`src/rtl/id_ex_latch.sv`:
```
// id_ex_latch: ID/EX pipeline register with load-use hazard detection.
// A load in EX whose destination (rt) is read by the decode instruction
// forces a bubble into EX and raises stall_out for one cycle.
// Optional feature: define ID_EX_STALL_CNT_EN to add a saturating 16-bit
// stall_count output that counts hazard bubbles (flush bubbles excluded).
module id_ex_latch #(
    parameter int unsigned EXEC_BUS_WIDTH = 7,
    parameter int unsigned MEM_BUS_WIDTH  = 3,
    parameter int unsigned WB_BUS_WIDTH   = 2,
    parameter int unsigned DATA_WIDTH     = 32,
    parameter int unsigned REG_ADDR_WIDTH = 5
) (
    input  logic                      clk,
    input  logic                      rst_n,
    input  logic                      enable,
    input  logic                      flush,
    input  logic [EXEC_BUS_WIDTH-1:0] execute_bus_in,
    input  logic [MEM_BUS_WIDTH-1:0]  memory_bus_in,
    input  logic [WB_BUS_WIDTH-1:0]   wb_bus_in,
    input  logic [REG_ADDR_WIDTH-1:0] rs_in,
    input  logic [REG_ADDR_WIDTH-1:0] rt_in,
    input  logic [REG_ADDR_WIDTH-1:0] rd_in,
    input  logic [DATA_WIDTH-1:0]     read_data_1_in,
    input  logic [DATA_WIDTH-1:0]     read_data_2_in,
    input  logic [DATA_WIDTH-1:0]     imm_ext_in,
    input  logic [DATA_WIDTH-1:0]     pc_plus4_in,
    output logic [EXEC_BUS_WIDTH-1:0] execute_bus_out,
    output logic [MEM_BUS_WIDTH-1:0]  memory_bus_out,
    output logic [WB_BUS_WIDTH-1:0]   wb_bus_out,
    output logic [REG_ADDR_WIDTH-1:0] rs_out,
    output logic [REG_ADDR_WIDTH-1:0] rt_out,
    output logic [REG_ADDR_WIDTH-1:0] rd_out,
    output logic [DATA_WIDTH-1:0]     read_data_1_out,
    output logic [DATA_WIDTH-1:0]     read_data_2_out,
    output logic [DATA_WIDTH-1:0]     imm_ext_out,
    output logic [DATA_WIDTH-1:0]     pc_plus4_out,
    output logic                      stall_out
`ifdef ID_EX_STALL_CNT_EN
    ,
    output logic [15:0]               stall_count
`endif
);

    logic hazard;
    logic bubble;

    // Load-use detection against the instruction now in EX; register zero never stalls.
    always_comb begin
        hazard    = memory_bus_out[1] && (rt_out != '0) &&
                    ((rt_out == rs_in) || (rt_out == rt_in));
        bubble    = flush || hazard;
        stall_out = hazard && !flush && enable;
    end

    // Pipeline register: hold when disabled, zero control fields on a bubble.
    always_ff @(posedge clk or negedge rst_n) begin
        if (!rst_n) begin
            execute_bus_out <= '0;
            memory_bus_out  <= '0;
            wb_bus_out      <= '0;
            rs_out          <= '0;
            rt_out          <= '0;
            rd_out          <= '0;
            read_data_1_out <= '0;
            read_data_2_out <= '0;
            imm_ext_out     <= '0;
            pc_plus4_out    <= '0;
        end else if (enable) begin
            execute_bus_out <= bubble ? '0 : execute_bus_in;
            memory_bus_out  <= bubble ? '0 : memory_bus_in;
            wb_bus_out      <= bubble ? '0 : wb_bus_in;
            rs_out          <= rs_in;
            rt_out          <= rt_in;
            rd_out          <= rd_in;
            read_data_1_out <= read_data_1_in;
            read_data_2_out <= read_data_2_in;
            imm_ext_out     <= imm_ext_in;
            pc_plus4_out    <= pc_plus4_in;
        end
    end

`ifdef ID_EX_STALL_CNT_EN
    logic [15:0] stall_cnt_q;

    // Count hazard bubbles only; stall_out already excludes flush and disabled edges.
    always_ff @(posedge clk or negedge rst_n) begin
        if (!rst_n) begin
            stall_cnt_q <= '0;
        end else if (stall_out && (stall_cnt_q != 16'hFFFF)) begin
            stall_cnt_q <= stall_cnt_q + 16'd1;
        end
    end

    assign stall_count = stall_cnt_q;
`endif

endmodule

```
`config.mk`:
```
export PLATFORM = sky130hd
export DESIGN_NAME = id_ex_latch
export DESIGN_NICKNAME = d
export VERILOG_FILES = /design/src/rtl/id_ex_latch.sv
export SDC_FILE = /design/constraint.sdc
export NUM_CORES = 1
export LEC_CHECK = 0
export CELL_PAD_IN_SITES_DETAIL_PLACEMENT = 1
export CELL_PAD_IN_SITES_GLOBAL_PLACEMENT = 2
export CORE_UTILIZATION = 27
export CTS_CLUSTER_DIAMETER = 40
export DETAILED_ROUTE_END_ITERATION = 7
export GPL_TIMING_DRIVEN = 0
export MAX_ROUTING_LAYER = met4
export PLACE_DENSITY_LB_ADDON = 0.15
export REMOVE_ABC_BUFFERS = 1
export SLEW_MARGIN = 10
export SYNTH_ARGS = -nofsm -noshare
export SYNTH_HDL_FRONTEND = slang
export SYNTH_SLANG_ARGS = --single-unit
export TNS_END_PERCENT = 10
```
`constraint.sdc`:
```
create_clock -name clk -period 4.1 [get_ports clk]
set_input_delay 0.82 -clock clk [delete_from_list [all_inputs] [get_ports clk]]
set_output_delay 0.82 -clock clk [all_outputs]
set_load 0.02 [all_outputs]
```
## Yosys cells after proc, flatten, opt, wreduce, memory -nomap -nowiden

Index checks and enable logic that the tools add are counted.

- Flip-flop bits (word level): 155
- Bits of input ports: 159
- Output and inout port bits: 156
- Logic and storage cells: 23

- Reduce and logical (&&, ||, !) cells: 8
- Mux-type cells: 3
- Equal/unequal tests: 2

Operators with widths:

| operator | number |
|---|---|
| $eq 5x5->1 | 2 |
| $mux 7 | 1 |
| $reduce_bool 5->1 | 1 |
| $logic_and 1x1->1 | 4 |
| $mux 3 | 1 |
| $logic_or 1x1->1 | 2 |
| $mux 2 | 1 |
| $logic_not 1->1 | 1 |

## Longest topological paths before layout

Gate-level depths: netlist (run 1).

- Depth after elaboration: 5
- Gate-level depth with buffers: 6
- Gate-level depth less buffers: 4

## Worst setup path after synthesis (run 1)

OpenSTA, ideal clock, no wires.

- Kind: input-to-output
- Start: in rt_in[4]
- End: out stall_out
- Buffers on the path: 0
- Setup slack: 1254 ps
- Arrival: 2026 ps
- Stages: 4
- Data required time: 3280 ps
- Cell sequence: xnor2_1 > nand3_1 > o22ai_1 > nor4b_1

- Cells in the longest elaborated chain, start to end: 5

Ends and longest elaborated chain:

| what | line | source |
|---|---|---|
| start, declared | 21 | `input logic [REG_ADDR_WIDTH-1:0] rt_in,` |
| $eq 5x5->1 | 50 | `((rt_out == rs_in) \|\| (rt_out == rt_in));` |
| $logic_or 1x1->1 | 50 |  |
| $logic_and 1x1->1 | 49 | `hazard = memory_bus_out[1] && (rt_out != '0) &&` |
| $logic_and 1x1->1 (2 in a row) | 52 | `stall_out = hazard && !flush && enable;` |
| end, declared | 37 | `output logic stall_out` |

No other way between the ends.

## Final worst setup path (run 1)

- Start: in rt_in[0]
- End: out stall_out

The elaborated chain is that of the path after synthesis.

==> results.yml, run 1 <==
worst_setup_path:
  required_ns: 3.28
  critPathCaptureType: "primary output"
  path_cells: "clkdlybuf4s50_1, xnor2_1, nand3_1, o22ai_4, nor4b_1, clkdlybuf4s50_1"
  cp-start-kind: "input pin"
  r2r_cells: 4
  crit_top_cell: "clkdlybuf4s50_1"
  cp_max_fo: 13
  rr_startpoint: "rt_out[1]$_DFFE_PN0P_"
  critical_path_class: "in2out"
  max_stage_delay_ns: 0.65
  ff2ff_setup_slack_ns: 2.39
  arrival_ns: 3.06
  r2r-end: "execute_bus_out[6]$_DFFE_PN0P_"
  cp_slowest_cell: "clkdlybuf4s50_1"
drt:
  routed_wl_um: 17900
  drc: 0
  drtIter0Drc: 92
  vias: 4355
  drt-pass1-iter-count: 4
  viasPerCell: 4.439
  detail_route.wl_per_cell_um: 18.24
  ant_nets: 0
global_routing:
  gr-usage-met3_pct: 8.163
  antenna_found_initial: 0
  grt_max_degree: 109
  gr-total-overflow: 0
  grt_pass1_vias: 5031
  grt_pass1_wl_um: 27580
  grt_use_met2_pct: 27.57
  grt_util_met1_pct: 17.67
  grtUsageTotal_pct: 16.68
  top_usage_layer: "met2"
clocking:
  cts.clk_slew.worst_paths_ns: 0.07
  cts_resized: 1
  numCtsBuffers: 17
  cts_setup_buffers: 0
  clock_path_buffers: 2
  cts_hold_buf: 0
  clock_latency_ns: 0.41
  cts_sinks: 155
  root_buffer: "clkbuf_16"
  h-tree-depth: 4
  cts_tree: "done"
cells_and_area:
  syn_to_final_growth_pct: 68.49
  antenna_cells: 0
  final_cell_mix: "312 x clkdlybuf4s50_1, 155 x dfrtp_1, 143 x mux2_2, 17 x clkbuf_16, 14 x nand2_1"
  fillCellCount: 2221
  final-instance-count-excl-fill: 981
  drive_gt1_share_pct: 27.10
  layout_commonest_cell: "clkdlybuf4s50_1"
  nets: 848
hold_path:
  min_path_type: "in2async"
timing:
  slew-limit-headroom_pct: 61.36
  period_share_pct: 94.52
  hold_viol: 0
  fin_setup_tns_ns: 0
  worst_pin_slew_ns: 0.5797
  period_needed_ns: 3.876
  hold_slack_ns: 0.2949
  setup_viol_count_final: 0
  rsz0062_at_grt: "no"
  finalClockSkew_ns: 0.009429
  max_freq_ghz: 0.2580
  slew_viol_final: 0
placement:
  io_buffers: 314
  place_hpwl_um: 13090
  gp_congestion: 0.7637
  place_inst: 950
synthesis:
  synth-seq-cells: 155
  ys_types: 21
  mappedNetlistArea_sq_um: 6001
  syn_inst: 375
  synth.yosys.seq_area_share_pct: 64.64
  synth_area_per_cell_sq_um: 16.00
  ys.warnings.count: 0
pwr:
  powerDensity_nw_per_um2: 446.2
  pwr-share-comb_pct: 22.0
  power_frac_seq_pct: 39.4
  ir_drop_mv: 0.2445
  p_leak_nw: 4.059
  power_frac_clock_pct: 38.6
  net-switching-power_mw: 1.187
  swShare_pct: 26.32
  power.internal_mw: 3.324
floorplanning:
  ios: 315
  start_util_pct: 27.50
  core-area_sq_um: 21820
  core.rowCount: 54
  die_area_sq_um: 22830
  die_w_um: 151.1
  die_h_um: 151.1
flow_run:
  cap_violations: 0
run_status:
  status: "finished clean"
[layer usage]
metal,wire length (um),part of all wire [%]
met5,0,0
met4,184,1.0
met3,1952,11
met2,9133,51
met1,6625,37
[flip-flops by register name, indices dropped and copies added (netlist names)]
| name | flops |
|---|---|
| rt_out | 5 |
| rd_out | 5 |
| execute_bus_out | 7 |
| read_data_1_out | 32 |
| read_data_2_out | 32 |
| imm_ext_out | 32 |
| memory_bus_out | 3 |
| rs_out | 5 |
| pc_plus4_out | 32 |
| wb_bus_out | 2 |
[critical path: cells and delay by family]
family	cells	cell delay [ns]
XOR/XNOR	1	0.13
AO/OA/AOI/OAI	1	0.50
AND/OR/NAND/NOR	2	0.43
buffers and inverters	2	1.17
[stage by stage]
stage / area [sq um] / total power, mW / setup slack (ns) / util [%]
after floorplan: 5896 / 2.193 / 0.5852 / -
after global placement: 9389 / 2.814 / -5.842 / 43.02
after detailed placement: 9457 / 2.809 / -0.001010 / 43.33
after CTS: 10110 / 4.591 / 0.09490 / 46.31
after global routing: 10110 / 4.724 / 0.007199 / 46.33
final: 10110 / 4.512 / 0.2245 / 46.33
[worst max-delay path by stage]
stage | from | to | depth (start not counted)
floorplan | rs_in[2] | stall_out | 4
global placement | enable | stall_out | 4
detailed placement | rt_in[0] | stall_out | 6
CTS | enable | stall_out | 5
global route | enable | stall_out | 5
finish | rt_in[0] | stall_out | 6
[cells in the mapped netlist]
library cell | count | area [sq um]
o21ai_4 | 1 | 16.27
dfrtp_1 | 155 | 3879
inv_1 | 1 | 3.750
clkbuf_1 | 6 | 22.52
or4_4 | 1 | 11.26
xnor2_1 | 10 | 87.58
mux2_2 | 143 | 1610
o22ai_1 | 1 | 6.260
buf_6 | 1 | 11.26
o21ai_2 | 9 | 78.83
buf_1 | 3 | 11.26
o21ai_0 | 1 | 5.000
nor4b_1 | 1 | 8.760
o21ai_1 | 2 | 10.01
buf_4 | 1 | 7.510
nor2_4 | 1 | 11.26
nand2_1 | 14 | 52.55
buf_2 | 9 | 45.04
nand3_1 | 2 | 10.01
clkbuf_4 | 1 | 7.510
a32oi_1 | 12 | 105.1
[area by class of cell]
type / count / area (sq um) / share of cell area (%)
multi-input cells: 198 / 2027 / 20.05
flip-flops and latches: 155 / 3879 / 38.36
clock buffers: 18 / 429.2 / 4.245
inverters: 1 / 3.754 / 0.03712
well taps: 280 / 350.3 / 3.465
clock inverters: 13 / 214.0 / 2.116
repair buffers: 316 / 3208 / 31.73
[logic make-up (layout without fill, tap and decap cells)]
group | after synthesis | in the layout | share of synthesized area, %
compound gates | 26 | 26 | 3.691
mux | 143 | 143 | 26.83
simple gates | 19 | 19 | 1.564
flops | 155 | 155 | 64.64
xor+xnor | 10 | 10 | 1.459
buf+inv | 22 | 348 | 1.814
[power groups by stage]
stage | combinational (mW) | clock [mW] | sequential, mW
CTS | 1.01 | 1.80 | 1.78
floorplan | 0.198 | 0 | 2.00
finish | 0.992 | 1.74 | 1.78
global route | 1.06 | 1.86 | 1.80
global placement | 1.02 | 0 | 1.80
detailed placement | 1.00 | 0 | 1.81
Note: power is estimated with default switching activity, not from simulation.
==> run 2: changes to the inputs <==
CAP_MARGIN = 25   (was unset)
==> results.yml, run 2 (synthesized netlist as in run 1, its figures left out) <==
run_status:
  status: "finished clean"
worst_setup_path:
  cp_top_family: "buffers and inverters"
  critical_path_cell_count: 6
  r2r-end: "execute_bus_out[6]$_DFFE_PN0P_"
  cp_slowest_cell: "clkdlybuf4s50_1"
  max_stage_delay_ns: 0.65
  r2r_cells: 4
  path_cells: "clkdlybuf4s50_1, xnor2_1, nand3_1, o22ai_4, nor4b_1, clkdlybuf4s50_1"
  path_buf_inv: 2
  required_ns: 3.28
  crit_top_cell: "clkdlybuf4s50_1"
  cp_max_fo: 13
  ff2ff_setup_slack_ns: 2.35
  cp-start-kind: "input pin"
  rr_startpoint: "rt_out[1]$_DFFE_PN0P_"
  arrival_ns: 3.04
  critPathCaptureType: "primary output"
  critical_path_class: "in2out"
drt:
  wl_met2_um: 8869
  viasPerCell: 4.446
  detail_route.wl_per_cell_um: 18.13
  drt-pass1-iter-count: 6
  wl_met1_um: 6717
  ant_nets: 0
  routed_wl_um: 17820
  dr.max_layer_used: "met4"
  drc: 0
  vias: 4370
  drtIter0Drc: 83
  wl_met3_um: 1991
placement:
  io_buffers: 314
  gp_congestion: 0.7637
  place_hpwl_um: 13100
  pre_cts_slack_ns: 0.01599
cells_and_area:
  drive_gt1_share_pct: 27.17
  fin_util_pct: 46.18
  nets: 849
  fillCellCount: 2220
  antenna_cells: 0
  final_cell_mix: "312 x clkdlybuf4s50_1, 155 x dfrtp_1, 143 x mux2_2, 17 x clkbuf_16, 14 x nand2_1"
  syn_to_final_growth_pct: 67.95
  layout_commonest_cell: "clkdlybuf4s50_1"
clocking:
  cts_resized: 0
  cts_setup_buffers: 0
  root_buffer: "clkbuf_16"
  clock_path_buffers: 2
  cts_tree: "done"
  h-tree-depth: 4
  cts_hold_buf: 0
  cts_sinks: 155
  cts.clk_slew.worst_paths_ns: 0.07
  numCtsBuffers: 17
  clock_latency_ns: 0.42
global_routing:
  grtUsageTotal_pct: 16.67
  grt_pass1_wl_um: 27500
  gr-total-overflow: 0
  grt_pass1_vias: 5034
  antenna_found_initial: 0
  grt_max_degree: 109
floorplanning:
  die_h_um: 151.1
  core.rowCount: 54
  die_w_um: 151.1
  start_util_pct: 27.50
  die_area_sq_um: 22830
  core-area_sq_um: 21820
  ios: 315
pwr:
  powerDensity_nw_per_um2: 431.5
  p_leak_nw: 4.034
  ir_drop_mv: 0.2327
flow_run:
  cap_violations: 0
hold_path:
  min_path_type: "in2async"
timing:
  worst_slack_ns: 0.2429
  slew_viol_final: 0
  setup_viol_count_final: 0
  period_share_pct: 94.08
  rsz0062_at_grt: "no"
  hold_viol: 0
  worst_pin_slew_ns: 0.5679
  finalClockSkew_ns: 0.01083
  max_freq_ghz: 0.2593
  slew-limit-headroom_pct: 62.14
  period_needed_ns: 3.857
run 2: cell types whose count changed in the layout (fill, tap and decap cells not counted), sizes merged:
cell / delta
buf: +1
bufinv: -3
clkbuf: +2
clkinv: +2
clkinvlp: +2
inv: -2
run 2: worst max-delay path by stage:
stage / from / to / slack (ns)
after global placement: enable / stall_out / -5.84
after global routing: rt_in[0] / stall_out / 0.007
after detailed placement: rt_in[0] / stall_out / 0.02
final: rt_in[0] / stall_out / 0.24
after CTS: rt_in[0] / stall_out / 0.005
after floorplan: rs_in[2] / stall_out / 0.59
run 2: routing by layer:
layer | global-route usage, % | vias to the layer above
li1 | - | 1969
met1 | 17.88 | 2189
met2 | 26.81 | 192
met3 | 8.434 | 20
met4 | 5.050 | 0
met5 | - | -
run 2: final cells by class:
class                      count  area (sq um)  share of cell area (%)
clock buffer                  20         446.7                   4.432
inverter                       1         3.754                 0.03724
multi-input combinational    198          2027                   20.11
clock inverter                12         140.1                   1.390
timing repair buffer         317          3232                   32.07
tap                          280         350.3                   3.476
sequential                   155          3879                   38.49
run 2: power by group:
| part | total, mW | internal (mW) | switching (mW) |
|---|---|---|---|
| clock | 1.58 | 0.920 | 0.657 |
| sequential | 1.78 | 1.69 | 0.0909 |
| combinational | 0.994 | 0.552 | 0.442 |
| total | 4.35 | 3.16 | 1.19 |
run 2: metrics by stage:
| step | hold WS [ns] | std cells | cell area, sq um | TNS, ns | total power [mW] |
|---|---|---|---|---|---|
| floorplan | 0.5244 | 354 | 5896 | 0 | 2.193 |
| global placement | 0.4733 | 948 | 9389 | -1114.30 | 2.814 |
| detailed placement | 0.4907 | 951 | 9484 | 0 | 2.812 |
| CTS | 0.2883 | 983 | 10070 | 0 | 4.432 |
| global route | 0.2959 | 983 | 10080 | 0 | 4.566 |
| finish | 0.2858 | 983 | 10080 | 0 | 4.349 |
==> run 3: changes to the inputs <==
CAP_MARGIN = unset   (was 25)
CTS_CLUSTER_DIAMETER = unset   (was 40)
==> results of run 3 <==
The final DEF is identical to that of run 1; final timing and power are the same.
